$ cat src/rtl/route_calculator_aco_vc.sv
// Per-VC registered route calculator for one ACO router input port.
// Captures the ant-agent output-port request for each virtual channel on a
// head flit, falls back to the XY route when the ant request is not one-hot,
// and holds the route toward switch control until the tail flit departs.
//
// Ports:
//   i_clk, i_reset_n  clock, asynchronous active-low reset
//   i_val             per-VC head-flit valid (route available this cycle)
//   i_output_req      ant-agent request, VC v at [v*M +: M]
//   i_xy_req          XY fallback request, same packing, one-hot when valid
//   i_release         per-VC tail flit left the switch this cycle
//   o_output_req      held one-hot route per VC, zero when idle
//   o_busy            per-VC route held
//   o_fallback        one-cycle pulse: last capture used i_xy_req
//   o_err_cnt         saturating count of illegal ant requests, all VCs
module route_calculator_aco_vc #(
    parameter int M     = 5,
    parameter int N_VC  = 4,
    parameter int ERR_W = 8
) (
    input  logic                i_clk,
    input  logic                i_reset_n,
    input  logic [N_VC-1:0]     i_val,
    input  logic [N_VC*M-1:0]   i_output_req,
    input  logic [N_VC*M-1:0]   i_xy_req,
    input  logic [N_VC-1:0]     i_release,
    output logic [N_VC*M-1:0]   o_output_req,
    output logic [N_VC-1:0]     o_busy,
    output logic [N_VC-1:0]     o_fallback,
    output logic [ERR_W-1:0]    o_err_cnt
);

    typedef enum logic {StIdle, StHold} state_e;

    // Wide enough to add up to N_VC errors to a saturated count without overflow.
    localparam int CW = ERR_W + $clog2(N_VC + 1);
    localparam logic [CW-1:0] ErrMax = CW'({ERR_W{1'b1}});

    state_e [N_VC-1:0]   state_q;
    logic [N_VC*M-1:0]   route_q;
    logic [N_VC-1:0]     fallback_q;
    logic [ERR_W-1:0]    err_q;

    logic [N_VC-1:0]     legal;
    logic [N_VC-1:0]     capture;
    logic [N_VC-1:0]     drop;
    logic [CW-1:0]       err_sum;
    logic [ERR_W-1:0]    err_d;

    function automatic logic is_onehot(input logic [M-1:0] x);
        return (x != '0) && ((x & (x - M'(1))) == '0);
    endfunction

    always_comb begin
        legal   = '0;
        capture = '0;
        drop    = '0;
        err_sum = CW'(err_q);
        for (int v = 0; v < N_VC; v++) begin
            legal[v]   = is_onehot(i_output_req[v*M +: M]);
            // A head flit is accepted when idle, or in HOLD only together with
            // the release of the previous packet (back-to-back, no bubble).
            capture[v] = i_val[v] && ((state_q[v] == StIdle) || i_release[v]);
            drop[v]    = (state_q[v] == StHold) && i_release[v] && !i_val[v];
            err_sum    = err_sum + CW'(capture[v] && !legal[v]);
        end
        err_d = (err_sum > ErrMax) ? ErrMax[ERR_W-1:0] : err_sum[ERR_W-1:0];
    end

    always_ff @(posedge i_clk or negedge i_reset_n) begin
        if (!i_reset_n) begin
            for (int v = 0; v < N_VC; v++) begin
                state_q[v] <= StIdle;
            end
            route_q    <= '0;
            fallback_q <= '0;
            err_q      <= '0;
        end else begin
            for (int v = 0; v < N_VC; v++) begin
                if (capture[v]) begin
                    state_q[v]        <= StHold;
                    route_q[v*M +: M] <= legal[v] ? i_output_req[v*M +: M]
                                                  : i_xy_req[v*M +: M];
                    fallback_q[v]     <= !legal[v];
                end else begin
                    fallback_q[v] <= 1'b0;
                    if (drop[v]) begin
                        state_q[v]        <= StIdle;
                        route_q[v*M +: M] <= '0;
                    end
                end
            end
            err_q <= err_d;
        end
    end

    // Route register is cleared on leaving HOLD, so it drives the output directly.
    always_comb begin
        o_busy = '0;
        for (int v = 0; v < N_VC; v++) begin
            o_busy[v] = (state_q[v] == StHold);
        end
    end

    assign o_output_req = route_q;
    assign o_fallback   = fallback_q;
    assign o_err_cnt    = err_q;

endmodule

$ cat config.mk
export PLATFORM = sky130hd
export DESIGN_NAME = route_calculator_aco_vc
export DESIGN_NICKNAME = d
export VERILOG_FILES = /design/src/rtl/route_calculator_aco_vc.sv
export SDC_FILE = /design/constraint.sdc
export NUM_CORES = 1
export LEC_CHECK = 0
export ABC_AREA = 1
export BUFFER_PORTS_ARGS = -buffer_cell sky130_fd_sc_hd__buf_4
export CAP_MARGIN = 25
export CORE_MARGIN = 3
export CORE_UTILIZATION = 51
export CTS_BUF_LIST = sky130_fd_sc_hd__clkbuf_8
export DETAILED_ROUTE_END_ITERATION = 10
export PLACE_DENSITY = 0.83
export SLEW_MARGIN = 0
export SYNTH_ARGS = -nofsm -noshare
export SYNTH_HDL_FRONTEND = slang
export SYNTH_SLANG_ARGS = --single-unit
$ cat constraint.sdc
create_clock -name i_clk -period 2.9 [get_ports i_clk]
set_clock_uncertainty 0.15 [all_clocks]
set_input_delay 0.145 -clock i_clk [delete_from_list [all_inputs] [get_ports i_clk]]
set_output_delay 0.145 -clock i_clk [all_outputs]
set_load 0.005 [all_outputs]
==> results.md, run 1 <==
* Worst slew pin tran at 0.665 ns
* Clock period minus worst slack at 2.74 ns
* Drt wl/cell at 12.0 um
* Worst Path Arrival at 2.81 ns
* Placed Instances at 432
* Diode count at 0
* RSZ-0062 raised after global routing: false
* Num CTS Buffers at 5
* Most frequent cells in the layout: nand2_1, buf_4, inv_1, dfrtp_1, nand3_1
* Final core utilization at 77.7%
* Synthesized area per cell at 7.57 sq um
* Max Cap Viol at 0
* Final setup vio count at 0
* Leading cell type in the layout, fill and taps excluded: nand2_1
* Req. time, crit path at 2.96 ns
* Layout area overhead at 43.2%
* Core Region at 0.00409 sq mm
* Final Hold Viols at 0
* Power Density at 533 mW/mm^2
* Clock Path Buffers at 2
* Synth cell types at 23
* Critical Setup Path Class: primary input to flip-flop
* Reg2reg setup slack at 0.31 ns
* Num rows at 23
* Hold_ws at 0.00837 ns
* GRT overflow at 0
* CP Launch Type: primary input
* Cells after Synth at 293
* Drc violations at 0
* Syn Nets at 347
* DPL Wire Length at 4190 um
* Die area at 0.00518 sq mm
* Clk sink count at 36
* Slew Limit Fails at 0
* Via count at 2223
* Routability congestion estimate at 0.885
* Power, Total at 0.00169 W
* Status: complete, no violations
* Global-route wire length before repair at 9020 um
* Via-per-instance ratio at 4.93
* Cell Area, Synth at 0.00222 sq mm
* CTS clk-pin slew, worst paths at 0.07 ns
* Fin Setup TNS at 0 ns
* # IOs at 86
* Filler instances at 305
* Fmax at 364 MHz
* Largest net degree at the start of global routing at 37
* Vias in the first global route at 2226
* Worst IR Drop VDD at 0.000388 V
* Antenna-violating nets left at 0
* Final Cycle Share at 94.6%
* Chip height at 72.0 um
* Die Width at 72.0 um
* Root buffer cell: clkbuf_8
* Nets at 454
* Area of the multi-input gates at 0.00113 sq mm
* H-tree depth at 2
* DRT Pass-1 Iters at 4
* Worst skew pair latency at 0.28 ns
* Yosys warns at 0
* HP Class: primary input to flip-flop
* Slew HR at 55.2%
* Pleak at 1.81 nW
* Final non-filler cell total at 451
* Starting Density at 54.3%
* 1st-iter DRT viols at 107
* TritonCTS clock tree: yes
* Sequential share of the synthesized area at 40.6%
* Initial antenna violation count at 0
* Worst setup EP type: flip-flop
* Final WL at 5400 um
* Flops & latches, synth at 36
* Share of layout cells above drive strength 1 at 32.7%
* Critical Path Fanout Max at 8
* # port buffers at 85
* Total track usage at 21.7%
* Seq. cell area at 901 sq um
==> per-layer routing <==
layer	wire (um)	track usage, %
met1	2180	24.2
met4	78	8.98
met5	0	0
met3	373	5.54
met2	2770	39.2
==> logic make-up after synthesis <==
| kind of cell | share of synthesized area, % |
|---|---|
| compound gates | 3.27 |
| xor+xnor | 0.395 |
| flops | 40.6 |
| buf+inv | 9.81 |
| fa+ha+maj | 3.27 |
| simple gates | 42.6 |
==> worst max-delay path, cell delays in order <==
cell	delay, ns
dlygate4sd3_1	0.53
buf_4	0.14
inv_1	0.08
a21oi_1	0.06
nand2_1	0.09
inv_1	0.07
fa_1	0.47
inv_1	0.05
fa_1	0.40
inv_2	0.08
fa_2	0.23
nand2_4	0.07
nor2_4	0.12
nand4_4	0.14
nand3b_1	0.13
==> Yosys cell counts <==
cell	instances	area [sq um]
nand3b_1	1	7.51
nand3_2	4	40.0
nand2_4	3	33.8
nor2_1	5	18.8
nor2_2	2	12.5
nor3_1	2	10.0
nand3_4	4	70.1
nand2_1	100	375
nand2_2	9	56.3
dfrtp_1	36	901
xor2_1	1	8.76
a21oi_1	8	40.0
fa_1	3	60.1
ha_1	1	12.5
nand3_1	26	130
o21bai_1	1	7.51
nand4_1	16	100
inv_1	57	214
nand4_2	1	12.5
o21ai_1	4	20.0
o21ai_0	1	5.00
inv_2	1	3.75
nor2_4	7	78.8
==> stage by stage <==
step | cell area, sq um | worst slack, ns
floorplan | 2220 | 0.266
global placement | 2950 | 0.0734
detailed placement | 2950 | -0.0235
CTS | 3150 | 0.0332
global route | 3180 | 0.0221
finish | 3180 | 0.155
==> final cells by class <==
class / instances / share of cell area, %
Timing Repair Buffer: 100 / 24.5
Clock buffer: 6 / 2.60
Clock inverter: 2 / 0.236
Inverter: 58 / 6.85
Multi-Input combinational cell: 199 / 35.5
Sequential cell: 36 / 28.4
Tap cell: 50 / 1.97
==> sequential cells by signal, summed over array words and instances, names as in the netlist <==
| register | flops |
|---|---|
| o_busy | 4 |
| o_err_cnt | 8 |
| o_fallback | 4 |
| o_output_req | 20 |
==> power by group <==
part | total (W) | internal [W] | switching [W]
registers | 0.000714 | 0.000606 | 0.000107
clock network | 0.000351 | 0.000187 | 0.000164
logic | 0.000629 | 0.000316 | 0.000313
==> worst paths after layout <==
path / end / startpoint / cells after the start
setup / recovery: o_err_cnt[5] / i_val[0] / 15
hold / removal: o_output_req[6] / i_xy_req[6] / 5
setup reg to reg: o_err_cnt[5] / o_busy[2] / 12
hold reg to reg: o_output_req[14] / o_output_req[14] / 2
max in group asynchronous: o_output_req[12] / i_reset_n / 2
min in group asynchronous: o_output_req[11] / i_reset_n / 2
==> timing repair <==
item | 4_1_cts | 5_1_grt
endpoints found under the setup margin | 0 | 8
endpoints found under the hold margin | 42 | 0
resized for setup | 0 | 8
hold buffers | 11 | 0
buffers inserted | 0 | 0
Note: power is estimated with default switching activity, not from simulation.
==> run 2, diff against run 1 <==
--- a/config.mk
+++ b/config.mk
@@ -9,10 +9,9 @@
 export BUFFER_PORTS_ARGS = -buffer_cell sky130_fd_sc_hd__buf_4
 export CAP_MARGIN = 25
 export CORE_MARGIN = 3
-export CORE_UTILIZATION = 51
+export CORE_UTILIZATION = 30
 export CTS_BUF_LIST = sky130_fd_sc_hd__clkbuf_8
 export DETAILED_ROUTE_END_ITERATION = 10
-export PLACE_DENSITY = 0.83
 export SLEW_MARGIN = 0
 export SYNTH_ARGS = -nofsm -noshare
 export SYNTH_HDL_FRONTEND = slang
==> run 2 against run 1 <==
Utilization is 31 points lower. Non-clock buffer count rose by 3. Wire length up 1.2%. Largest power group unchanged. Register-to-register slack improved by 0.05 ns. Final cell count up 11%. Hold slack lost 0.0031 ns. Sequential power hardly changed. Critical path type unchanged. Critical path depth is the same. Critical endpoint unchanged. Total power is 1.5% higher. Clock-buffer cell count unchanged.
==> results.md, run 2 (synthesis results as in run 1) <==
* Status: complete, no violations
* DRT Pass-1 Iters at 4 (unchanged)
* Leading cell type in the layout, fill and taps excluded: nand2_1
* Filler instances at 730 (+140%)
* TritonCTS clock tree: yes
* Final setup vio count at 0 (unchanged)
* RR Startpoint: o_busy[2]
* Worst Path Arrival at 2.74 ns (-0.07 ns)
* Chip height at 92.0 um (+28%)
* CTS clk-pin slew, worst paths at 0.07 ns (about the same)
* Crit-path most repeated cell: inv_1
* Worst setup EP type: flip-flop
* # port buffers at 85 (unchanged)
* Global-route wire length before repair at 9460 um (+4.9%)
* Req. time, crit path at 2.97 ns (about the same)
* Die Width at 92.0 um (+28%)
* Layout area overhead at 47.0%
* Num CTS Buffers at 5 (unchanged)
* Max Cap Viol at 0 (unchanged)
* Antenna-violating nets left at 0 (unchanged)
* Reg2reg setup slack at 0.36 ns (+0.05 ns)
* HP Start: i_xy_req[7]
* CP Launch Type: primary input
* Fmax at 374 MHz (+2.7%)
* Max reg flops at 20 (unchanged)
* Critical-path top delay cell: dlygate4sd3_1
* HP Class: primary input to flip-flop
* Root buffer cell: clkbuf_8
* Total track usage at 13.5% (-8.2 points)
* # IOs at 86 (unchanged)
* Hold_ws at 0.00529 ns (-0.00308 ns)
* Num rows at 30 (+30%)
* Die area at 0.00846 sq mm (+63%)
* Starting Density at 31.8% (-23 points)
* Worst Hold End: o_output_req[7]
* Largest net degree at the start of global routing at 37 (unchanged)
* Routability congestion estimate at 0.824 (-6.9%)
* Worst Reg-to-Reg Cells at 12 (unchanged)
* Vias in the first global route at 2171 (-2.5%)
* Power, Total at 0.00172 W (+1.5%)
* Power Density at 527 mW/mm^2 (-1.2%)
* Worst hold path depth at 5 (unchanged)
* Clock Path Buffers at 2 (unchanged)
* Critical path, cell by cell: dlygate4sd3_1 -> buf_4 -> inv_1 -> a21oi_1 -> nand2_1 -> inv_1 -> fa_1 -> inv_1 -> fa_2 -> inv_2 -> fa_2 -> nand2_4 -> nor2_4 -> nand4_4 -> nand3b_1
* Pleak at 1.82 nW (+0.69%)
* GRT overflow at 0 (unchanged)
* Slew HR at 59.0% (+3.8 points)
* Share of layout cells above drive strength 1 at 33.7% (+1.0 points)
* Initial antenna violation count at 0 (unchanged)
* RR Endpoint: o_err_cnt[6]
* 1st-iter DRT viols at 55 (-49%)
* Core Region at 0.00698 sq mm (+71%)
* Drc violations at 0 (unchanged)
* Critical Path Fanout Max at 8 (unchanged)
* Final WL at 5460 um (+1.2%)
* CP max stage delay at 0.54 ns (about the same)
* Via-per-instance ratio at 4.30 (-13%)
* DPL Wire Length at 4260 um (+1.7%)
* Via count at 2150 (-3.3%)
* Clk sink count at 36 (unchanged)
* Diode count at 0 (unchanged)
* Clock period minus worst slack at 2.67 ns (-0.0714 ns)
* Final non-filler cell total at 500 (+11%)
* Worst IR Drop VDD at 0.000182 V (-53%)
* Final Cycle Share at 92.2% (-2.5 points)
* RSZ-0062 raised after global routing: false
* H-tree depth at 2 (unchanged)
* Placed Instances at 480 (+11%)
* Nets at 457 (+0.66%)
* Worst skew pair latency at 0.28 ns (about the same)
* Slew Limit Fails at 0 (unchanged)
* Worst slew pin tran at 0.609 ns (-0.0561 ns)
* Critical Setup Path Class: primary input to flip-flop
* Drt wl/cell at 10.9 um (-8.7%)
* Most frequent cells in the layout: nand2_1, buf_4, inv_1, dfrtp_1, nand3_1
* Final Hold Viols at 0 (unchanged)
==> run 2: where the power goes <==
part	total, W	leakage [nW]	switching (W)	internal [W]
registers	0.000711	0.442	0.000105	0.000606
clock network	0.000367	0.0510	0.000178	0.000190
logic	0.000640	1.33	0.000310	0.000329
==> run 2: critical path, delay by kind of cell <==
kind	cells	cell delay, ns
adders and majority gates	3	1.08
buffers and inverters	6	0.94
and+or+nand+nor	5	0.54
AOI/OAI and AO/OA	1	0.06
==> run 2: area by class of cell <==
type / instances / area [sq um] / share of cell area [%]
well taps: 96 / 120 / 3.68
clock inverters: 2 / 10.0 / 0.307
inverters: 58 / 218 / 6.67
multi-input cells: 199 / 1130 / 34.6
flip-flops and latches: 36 / 901 / 27.6
repair buffers: 103 / 801 / 24.5
clock buffers: 6 / 82.6 / 2.53
==> run 2: what timing repair did <==
action	CTS	global route
hold endpoints to repair	42	0
hold buffers	11	0
setup buffers	0	1
setup endpoints to repair	0	8
gates resized for setup	0	8
==> run 2: worst max-delay path by stage <==
stage | endpoint | start
after floorplan | o_err_cnt[5] | o_busy[2]
after global placement | o_err_cnt[5] | i_output_req[13]
after detailed placement | o_err_cnt[2] | i_output_req[13]
after CTS | o_err_cnt[2] | i_val[2]
after global routing | o_err_cnt[5] | i_val[2]
final | o_err_cnt[5] | i_val[2]
==> run 2: stage by stage <==
step,instance area [sq um],util (%),setup WS (ns),setup TNS [ns]
2_1_floorplan,2220,-,0.266,0
3_3_place_gp,3020,43.3,0.0478,0
3_5_place_dp,3020,43.3,-0.0189,-0.0397
4_1_cts,3220,46.2,0.0504,0
5_1_grt,3260,46.7,0.0461,0
6_report,3260,46.7,0.227,0
==> run 2: routing by layer <==
metal | global-route usage [%] | vias up | wire length, um
li1 | - | 1137 | -
met1 | 16.9 | 941 | 2490
met2 | 23.3 | 65 | 2560
met3 | 3.20 | 7 | 355
met4 | 3.71 | 0 | 54
met5 | 0 | - | 0
